[src/rtl/execute_port2_issue_arbiter_pkg.sv]
// ---------------------------------------------------------------------------
// execute_port2_issue_arbiter_pkg
//   Shared definitions for the ALU2 issue arbiter: packet field layout
//   (LSB/width pairs, MSB-first order writeback .. pcr) and the arbiter
//   state encodings.
// ---------------------------------------------------------------------------
package execute_port2_issue_arbiter_pkg;

  localparam int ALU2_PKT_W                   = 133;

  localparam int ALU2_PKT_PCR_LSB             = 0;
  localparam int ALU2_PKT_PCR_W               = 32;
  localparam int ALU2_PKT_FLAGS_REGNAME_LSB   = 32;
  localparam int ALU2_PKT_FLAGS_REGNAME_W     = 4;
  localparam int ALU2_PKT_FLAGS_WB_LSB        = 36;
  localparam int ALU2_PKT_DEST_REGNAME_LSB    = 37;
  localparam int ALU2_PKT_DEST_REGNAME_W      = 6;
  localparam int ALU2_PKT_LOGIC_DEST_LSB      = 43;
  localparam int ALU2_PKT_LOGIC_DEST_W        = 5;
  localparam int ALU2_PKT_DEST_SYSREG_LSB     = 48;
  localparam int ALU2_PKT_SOURCE1_LSB         = 49;
  localparam int ALU2_PKT_SOURCE1_W           = 32;
  localparam int ALU2_PKT_SOURCE0_LSB         = 81;
  localparam int ALU2_PKT_SOURCE0_W           = 32;
  localparam int ALU2_PKT_ADDER_LSB           = 113;
  localparam int ALU2_PKT_SHIFT_LSB           = 114;
  localparam int ALU2_PKT_LOGIC_LSB           = 115;
  localparam int ALU2_PKT_SYS_REG_LSB         = 116;
  localparam int ALU2_PKT_AFE_LSB             = 117;
  localparam int ALU2_PKT_AFE_W               = 4;
  localparam int ALU2_PKT_CMD_LSB             = 121;
  localparam int ALU2_PKT_CMD_W               = 5;
  localparam int ALU2_PKT_COMMIT_TAG_LSB      = 126;
  localparam int ALU2_PKT_COMMIT_TAG_W        = 6;
  localparam int ALU2_PKT_WRITEBACK_LSB       = 132;

  typedef enum logic [1:0] {
    ALU2ARB_RUN    = 2'd0,
    ALU2ARB_DRAIN  = 2'd1,
    ALU2ARB_HALTED = 2'd2
  } alu2arb_state_e;

endpackage

[src/rtl/execute_rr_select.sv]
// ---------------------------------------------------------------------------
// execute_rr_select
//   Combinational round-robin picker, shared by the execute-port arbiters.
//   Ports:
//     iREQ   [NUM_REQ]  request vector
//     iPTR   [PTR_W]    highest-priority index this cycle
//     oGRANT [NUM_REQ]  one-hot grant (first request at or after iPTR)
//     oVALID            any request present
//     oIDX   [PTR_W]    index of the granted requester
// ---------------------------------------------------------------------------
module execute_rr_select #(
  parameter int NUM_REQ = 4,
  parameter int PTR_W   = 2
) (
  input  logic [NUM_REQ-1:0] iREQ,
  input  logic [PTR_W-1:0]   iPTR,
  output logic [NUM_REQ-1:0] oGRANT,
  output logic               oVALID,
  output logic [PTR_W-1:0]   oIDX
);

  int               idx_int;
  logic [PTR_W-1:0] idx;

  // NOTE: every always_comb output gets a default before any branch so no
  // path leaves it unassigned, which would otherwise infer a latch.
  always_comb begin
    oGRANT  = '0;
    oVALID  = 1'b0;
    oIDX    = '0;
    idx_int = 0;
    idx     = '0;
    for (int k = 0; k < NUM_REQ; k++) begin
      // Explicit wrap keeps non-power-of-two NUM_REQ correct.
      idx_int = int'(iPTR) + k;
      if (idx_int >= NUM_REQ) idx_int = idx_int - NUM_REQ;
      idx = idx_int[PTR_W-1:0];
      if (!oVALID && iREQ[idx]) begin
        oVALID      = 1'b1;
        oGRANT[idx] = 1'b1;
        oIDX        = idx;
      end
    end
  end

endmodule

[src/rtl/execute_port2_issue_arbiter.sv]
// ---------------------------------------------------------------------------
// execute_port2_issue_arbiter
//   Round-robin arbitration of NUM_REQ issue-queue requesters onto the single
//   ALU2 execute port through a one-entry issue register, with lock
//   back-pressure, pipeline flush and a halt/drain handshake.
//   Ports:
//     iCLOCK, iRESET (async, active-high)
//     iFREE_EX                     flush: drop in-flight packet, no acks
//     iREQ_VALID / iREQ_PKT        per-requester valid + flattened packets
//     oREQ_ACK                     same-cycle one-hot accept
//     iHALT_REQ / oHALT_ACK        halt request / halted and empty
//     oEX_ALU2_VALID / _PKT        issue register towards ALU2
//     iEX_ALU2_LOCK                ALU2 back-pressure
//     oPERF_ISSUE_CNT / STALL_CNT  counters, present only when
//                                  MIST1032SA_ALU2_ARB_PERF_EN is defined
// ---------------------------------------------------------------------------
module execute_port2_issue_arbiter
  import execute_port2_issue_arbiter_pkg::*;
#(
  parameter int NUM_REQ = 4,
  parameter int PKT_W   = ALU2_PKT_W,
  parameter int PTR_W   = 2
) (
  input  logic                     iCLOCK,
  input  logic                     iRESET,
  input  logic                     iFREE_EX,
  input  logic [NUM_REQ-1:0]       iREQ_VALID,
  input  logic [NUM_REQ*PKT_W-1:0] iREQ_PKT,
  output logic [NUM_REQ-1:0]       oREQ_ACK,
  input  logic                     iHALT_REQ,
  output logic                     oHALT_ACK,
  output logic                     oEX_ALU2_VALID,
  output logic [PKT_W-1:0]         oEX_ALU2_PKT,
  input  logic                     iEX_ALU2_LOCK,
  output logic [31:0]              oPERF_ISSUE_CNT,
  output logic [31:0]              oPERF_STALL_CNT
);

  alu2arb_state_e     state_q, state_d;
  logic [PTR_W-1:0]   rr_ptr_q, rr_ptr_d;
  logic               valid_q, valid_d;
  logic [PKT_W-1:0]   pkt_q, pkt_d;
  logic [NUM_REQ-1:0] grant;
  logic               sel_valid;
  logic [PTR_W-1:0]   sel_idx;
  logic               load;

  execute_rr_select #(
    .NUM_REQ (NUM_REQ),
    .PTR_W   (PTR_W)
  ) u_rr_select (
    .iREQ   (iREQ_VALID),
    .iPTR   (rr_ptr_q),
    .oGRANT (grant),
    .oVALID (sel_valid),
    .oIDX   (sel_idx)
  );

  // Gating with iRESET keeps the combinational ack low while reset is held,
  // so every output reads 0 during reset, not only the registered ones.
  assign load     = !iRESET && (state_q == ALU2ARB_RUN) && !iFREE_EX &&
                    (!valid_q || !iEX_ALU2_LOCK);
  assign oREQ_ACK = load ? grant : '0;

  always_comb begin
    state_d  = state_q;
    rr_ptr_d = rr_ptr_q;
    valid_d  = valid_q;
    pkt_d    = pkt_q;

    if (iFREE_EX) begin
      valid_d = 1'b0;
    end else if (load) begin
      valid_d = sel_valid;
      if (sel_valid) begin
        pkt_d    = iREQ_PKT[int'(sel_idx)*PKT_W +: PKT_W];
        rr_ptr_d = (sel_idx == PTR_W'(NUM_REQ-1)) ? '0 : sel_idx + PTR_W'(1);
      end
    end else if (!iEX_ALU2_LOCK) begin
      // Outside RUN the port still consumes the held packet once unlocked.
      valid_d = 1'b0;
    end

    case (state_q)
      ALU2ARB_RUN: begin
        if (iHALT_REQ) state_d = ALU2ARB_DRAIN;
      end
      ALU2ARB_DRAIN: begin
        if (!iHALT_REQ)                                  state_d = ALU2ARB_RUN;
        else if (!valid_q || !iEX_ALU2_LOCK || iFREE_EX) state_d = ALU2ARB_HALTED;
      end
      ALU2ARB_HALTED: begin
        if (!iHALT_REQ) state_d = ALU2ARB_RUN;
      end
      default: state_d = ALU2ARB_RUN;
    endcase
  end

  // NOTE: state registers use non-blocking assignments so every flop samples
  // pre-edge values regardless of process ordering. The packet register is
  // reset too (not just valid) because its value is a visible output.
  always_ff @(posedge iCLOCK or posedge iRESET) begin
    if (iRESET) begin
      state_q  <= ALU2ARB_RUN;
      rr_ptr_q <= '0;
      valid_q  <= 1'b0;
      pkt_q    <= '0;
    end else begin
      state_q  <= state_d;
      rr_ptr_q <= rr_ptr_d;
      valid_q  <= valid_d;
      pkt_q    <= pkt_d;
    end
  end

  assign oEX_ALU2_VALID = valid_q;
  assign oEX_ALU2_PKT   = pkt_q;
  assign oHALT_ACK      = (state_q == ALU2ARB_HALTED) && !valid_q;

`ifdef MIST1032SA_ALU2_ARB_PERF_EN
  logic [31:0] issue_cnt_q, issue_cnt_d;
  logic [31:0] stall_cnt_q, stall_cnt_d;

  // Free-running wrap at 2^32; flush deliberately does not clear them.
  always_comb begin
    issue_cnt_d = issue_cnt_q + ((|oREQ_ACK) ? 32'd1 : 32'd0);
    stall_cnt_d = stall_cnt_q + ((valid_q && iEX_ALU2_LOCK) ? 32'd1 : 32'd0);
  end

  always_ff @(posedge iCLOCK or posedge iRESET) begin
    if (iRESET) begin
      issue_cnt_q <= '0;
      stall_cnt_q <= '0;
    end else begin
      issue_cnt_q <= issue_cnt_d;
      stall_cnt_q <= stall_cnt_d;
    end
  end

  assign oPERF_ISSUE_CNT = issue_cnt_q;
  assign oPERF_STALL_CNT = stall_cnt_q;
`else
  assign oPERF_ISSUE_CNT = '0;
  assign oPERF_STALL_CNT = '0;
`endif

endmodule

[config.mk]
export PLATFORM = sky130hd
export DESIGN_NAME = execute_port2_issue_arbiter
export DESIGN_NICKNAME = d
export VERILOG_FILES = /design/src/rtl/execute_port2_issue_arbiter_pkg.sv /design/src/rtl/execute_rr_select.sv /design/src/rtl/execute_port2_issue_arbiter.sv
export SDC_FILE = /design/constraint.sdc
export NUM_CORES = 1
export LEC_CHECK = 0
export ABC_AREA = 1
export CAP_MARGIN = 15
export CORE_AREA = 2 2 286 288
export DETAILED_ROUTE_END_ITERATION = 8
export DIE_AREA = 0 0 288 290
export GPL_TIMING_DRIVEN = 0
export SETUP_SLACK_MARGIN = 0.2
export SYNTH_ARGS = -nofsm -noshare
export SYNTH_HDL_FRONTEND = slang
export SYNTH_SLANG_ARGS = --single-unit
[constraint.sdc]
create_clock -name iCLOCK -period 14.19 [get_ports iCLOCK]
set_input_delay 2.838 -clock iCLOCK [delete_from_list [all_inputs] [get_ports iCLOCK]]
set_output_delay 2.838 -clock iCLOCK [all_outputs]
set_load 0.05 [all_outputs]
==> out/qor.yml <==
cts-resized-gates: 0
top_layer_used: "met5"
p_per_area_nw_per_um2: 297
drtPass1Iterations: 5
clock_sinks: 138
ys.flop_type: "dfrtp_1"
vias: 16500
nNetsFinal: 3624
netlist-cell-type-count: 29
hold_start: "oEX_ALU2_PKT[96]"
hold_class: "flop to flop"
r2r_end: "oEX_ALU2_PKT[100]"
r2r-start: "rr_ptr_q[0]"
power_w: 0.00652
wl_met2_microns: 36500
worst_pin_slew_ns: 1.16
postSynthAreaPerCell_sq_um: 5.58
clk_path_buf_depth: 2
wire_per_inst_microns: 18.3
synth_top_area_share_pct: 26.7
final-setup-viol-count: 0
clk_latency_ns: 0.47
worst-path-max-fanout: 5
period_share_pct: 55.8
startpoint_type: "input pin"
worstSetupStartpoint: "iREQ_VALID[2]"
crit_path_end_kind: "output port"
crit_type: "input pin to output port"
grt_max_degree: 74
globalRouteOverflowTotal: 0
reg2reg_slack_ns: 9.91
holdPathStages: 2
cts_inserted_buffers: 17
ys_ff_latch: 138
die_area_sq_um: 83500
rsz0062_at_grt: "false"
die_w_microns: 288
syn-instance-count: 2314
final_antenna_net_count: 0
hold_viol: 0
drive_above_1_share_pct: 6.41
vias_per_cell: 3.99
leakagePower_nw: 12.1
slew_headroom_pct: 22.8
yosys_warnings: 0
ff2ff_path_depth: 14
core_area_sq_um: 80200
dr_wl_met3_microns: 6540
worst_hold_path.endpoint: "oEX_ALU2_PKT[96]"
ys_top_cells_by_area: "dfrtp_1 27%, nand2_1 24%, nand3_1 21%"
ir_drop_mv: 0.116
drt-total-wl_microns: 75900
synth_edf_count: 0
met1_length_microns: 30400
fp.dieH_microns: 290
netlist_area_sq_um: 12900
yosys.cell_count.top_type: "nand2_1"
n_fill_cell: 9101
synthArstFlopShare_pct: 100
period_needed_ns: 7.92
cap_violations: 0
place_hpwl_microns: 61600
finalClockSkew_ns: 0.0130
cp.required_ns: 11.35
syn_to_final_growth_pct: 69.8
grt_pass1_wl_microns: 108000
route.detailed.drc: 0
max_freq_mhz: 126
num_rows: 104
portBuffers: 679
grtUsageTotal_pct: 17.7
slew_violations: 0
clk_pin_slew_ns: 0.06
grt_pass1_vias: 16200
initial_core_util_pct: 16.1
synth_common_cells: "826 x nand2_1, 550 x inv_1, 541 x nand3_1, 138 x dfrtp_1, 85 x buf_4"
drt-initial-drc-count: 864
cts_tree: "built"
htreeDepth: 4
yosysSeqAreaShare_pct: 26.7
worstPathArrival_ns: 5.08
ios: 744
yosys.area.top_type: "dfrtp_1"
cts-root-buf: "clkbuf_16"
timing.setup.tns_ns: 0
postCtsSetupRepairBufs: 0
grt_antenna_before_repair: 7
outcome: "completed"
globalplace.congestion: 0.914
hold_buffers: 0
-- metal layers --
| metal | vias to the layer above | global-route usage [%] |
|---|---|---|
| met1 | 7448 | 20.8 |
| met4 | 6 | 6.10 |
| met5 | - | 0 |
| met3 | 90 | 4.70 |
| li1 | 8254 | - |
| met2 | 750 | 30.7 |
-- registers in the layout, summed over array words and instances, names as in the netlist --
signal / count
oEX_ALU2_PKT: 133
rr_ptr_q: 2
state_q: 2
oEX_ALU2_VALID: 1
-- cells in the final DEF, fill, tap and decap left out, types with 8 or more instances in the layout --
cell / Yosys / final
buf_1: 13 / 13
buf_2: 56 / 56
buf_4: 85 / 85
buf_6: 8 / 8
clkbuf_1: 46 / 47
clkbuf_16: 0 / 17
clkdlybuf4s50_1: 0 / 679
conb_1: 1 / 64
dfrtp_1: 138 / 138
inv_1: 550 / 549
nand2_1: 826 / 826
nand3_1: 541 / 541
-- metrics by stage --
step | utilization [%] | area (sq um) | setup WS [ns] | std cells | hold slack [ns]
5_1_grt | 27.4 | 21900 | 6.09 | 4150 | 0.496
6_report | 27.4 | 21900 | 6.27 | 4150 | 0.477
3_5_place_dp | 26.6 | 21300 | 6.27 | 4117 | 0.464
3_3_place_gp | 26.5 | 21300 | 4.87 | 4116 | 0.461
2_1_floorplan | - | 13200 | 7.43 | 2377 | 0.512
4_1_cts | 27.4 | 21900 | 6.26 | 4149 | 0.481
-- cells by family (layout without fill, tap and decap cells) --
family / Yosys count / after routing / synth area share, %
adders and majority gates: 7 / 7 / 0.678
other: 1 / 65 / 0.0290
and+or+nand+nor: 1386 / 1386 / 46.0
AOI/OAI and AO/OA: 18 / 18 / 0.862
buffers and inverters: 763 / 1475 / 25.6
DFF: 138 / 138 / 26.7
xor gates and xnor gates: 1 / 1 / 0.0678
-- worst max-delay path by stage --
stage                            end  slack (ns)  cells past startpoint
global route             oREQ_ACK[3]        6.09                     10
CTS                      oREQ_ACK[3]        6.26                     10
finish                   oREQ_ACK[3]        6.27                     10
global placement    oEX_ALU2_PKT[39]        4.87                      2
detailed placement       oREQ_ACK[3]        6.27                     10
floorplan                oREQ_ACK[0]        7.43                     11
-- layout make-up --
type	count	area, sq um	share of cell area [%]
diodes	1	2.50	0.0114
well taps	1060	1330	6.05
inverters	555	2090	9.53
multi-input cells	1476	6390	29.1
flip-flops and latches	138	3450	15.7
clock inverters	12	159	0.725
clock buffers	20	457	2.08
plain buffers	208	1230	5.61
repair buffers	680	6820	31.1
-- report_power, final --
part | switching (W) | leakage, nW | internal (W)
sequential | 0.000114 | 1.73 | 0.000574
clock | 0.000206 | 0.298 | 0.000288
combinational | 0.00374 | 10.1 | 0.00159
total | 0.00406 | 12.1 | 0.00246
-- critical path: stages --
cell and delay (ns):
clkdlybuf4s50_1 0.50, nand2_1 0.10, nand3_1 0.12, nand2_2 0.11, nor2_2 0.25, a22oi_1 0.09
o21ai_0 0.11, o21ai_0 0.10, inv_1 0.06, clkdlybuf4s50_1 0.79
No activity file was read; power rests on OpenSTA's default activity.
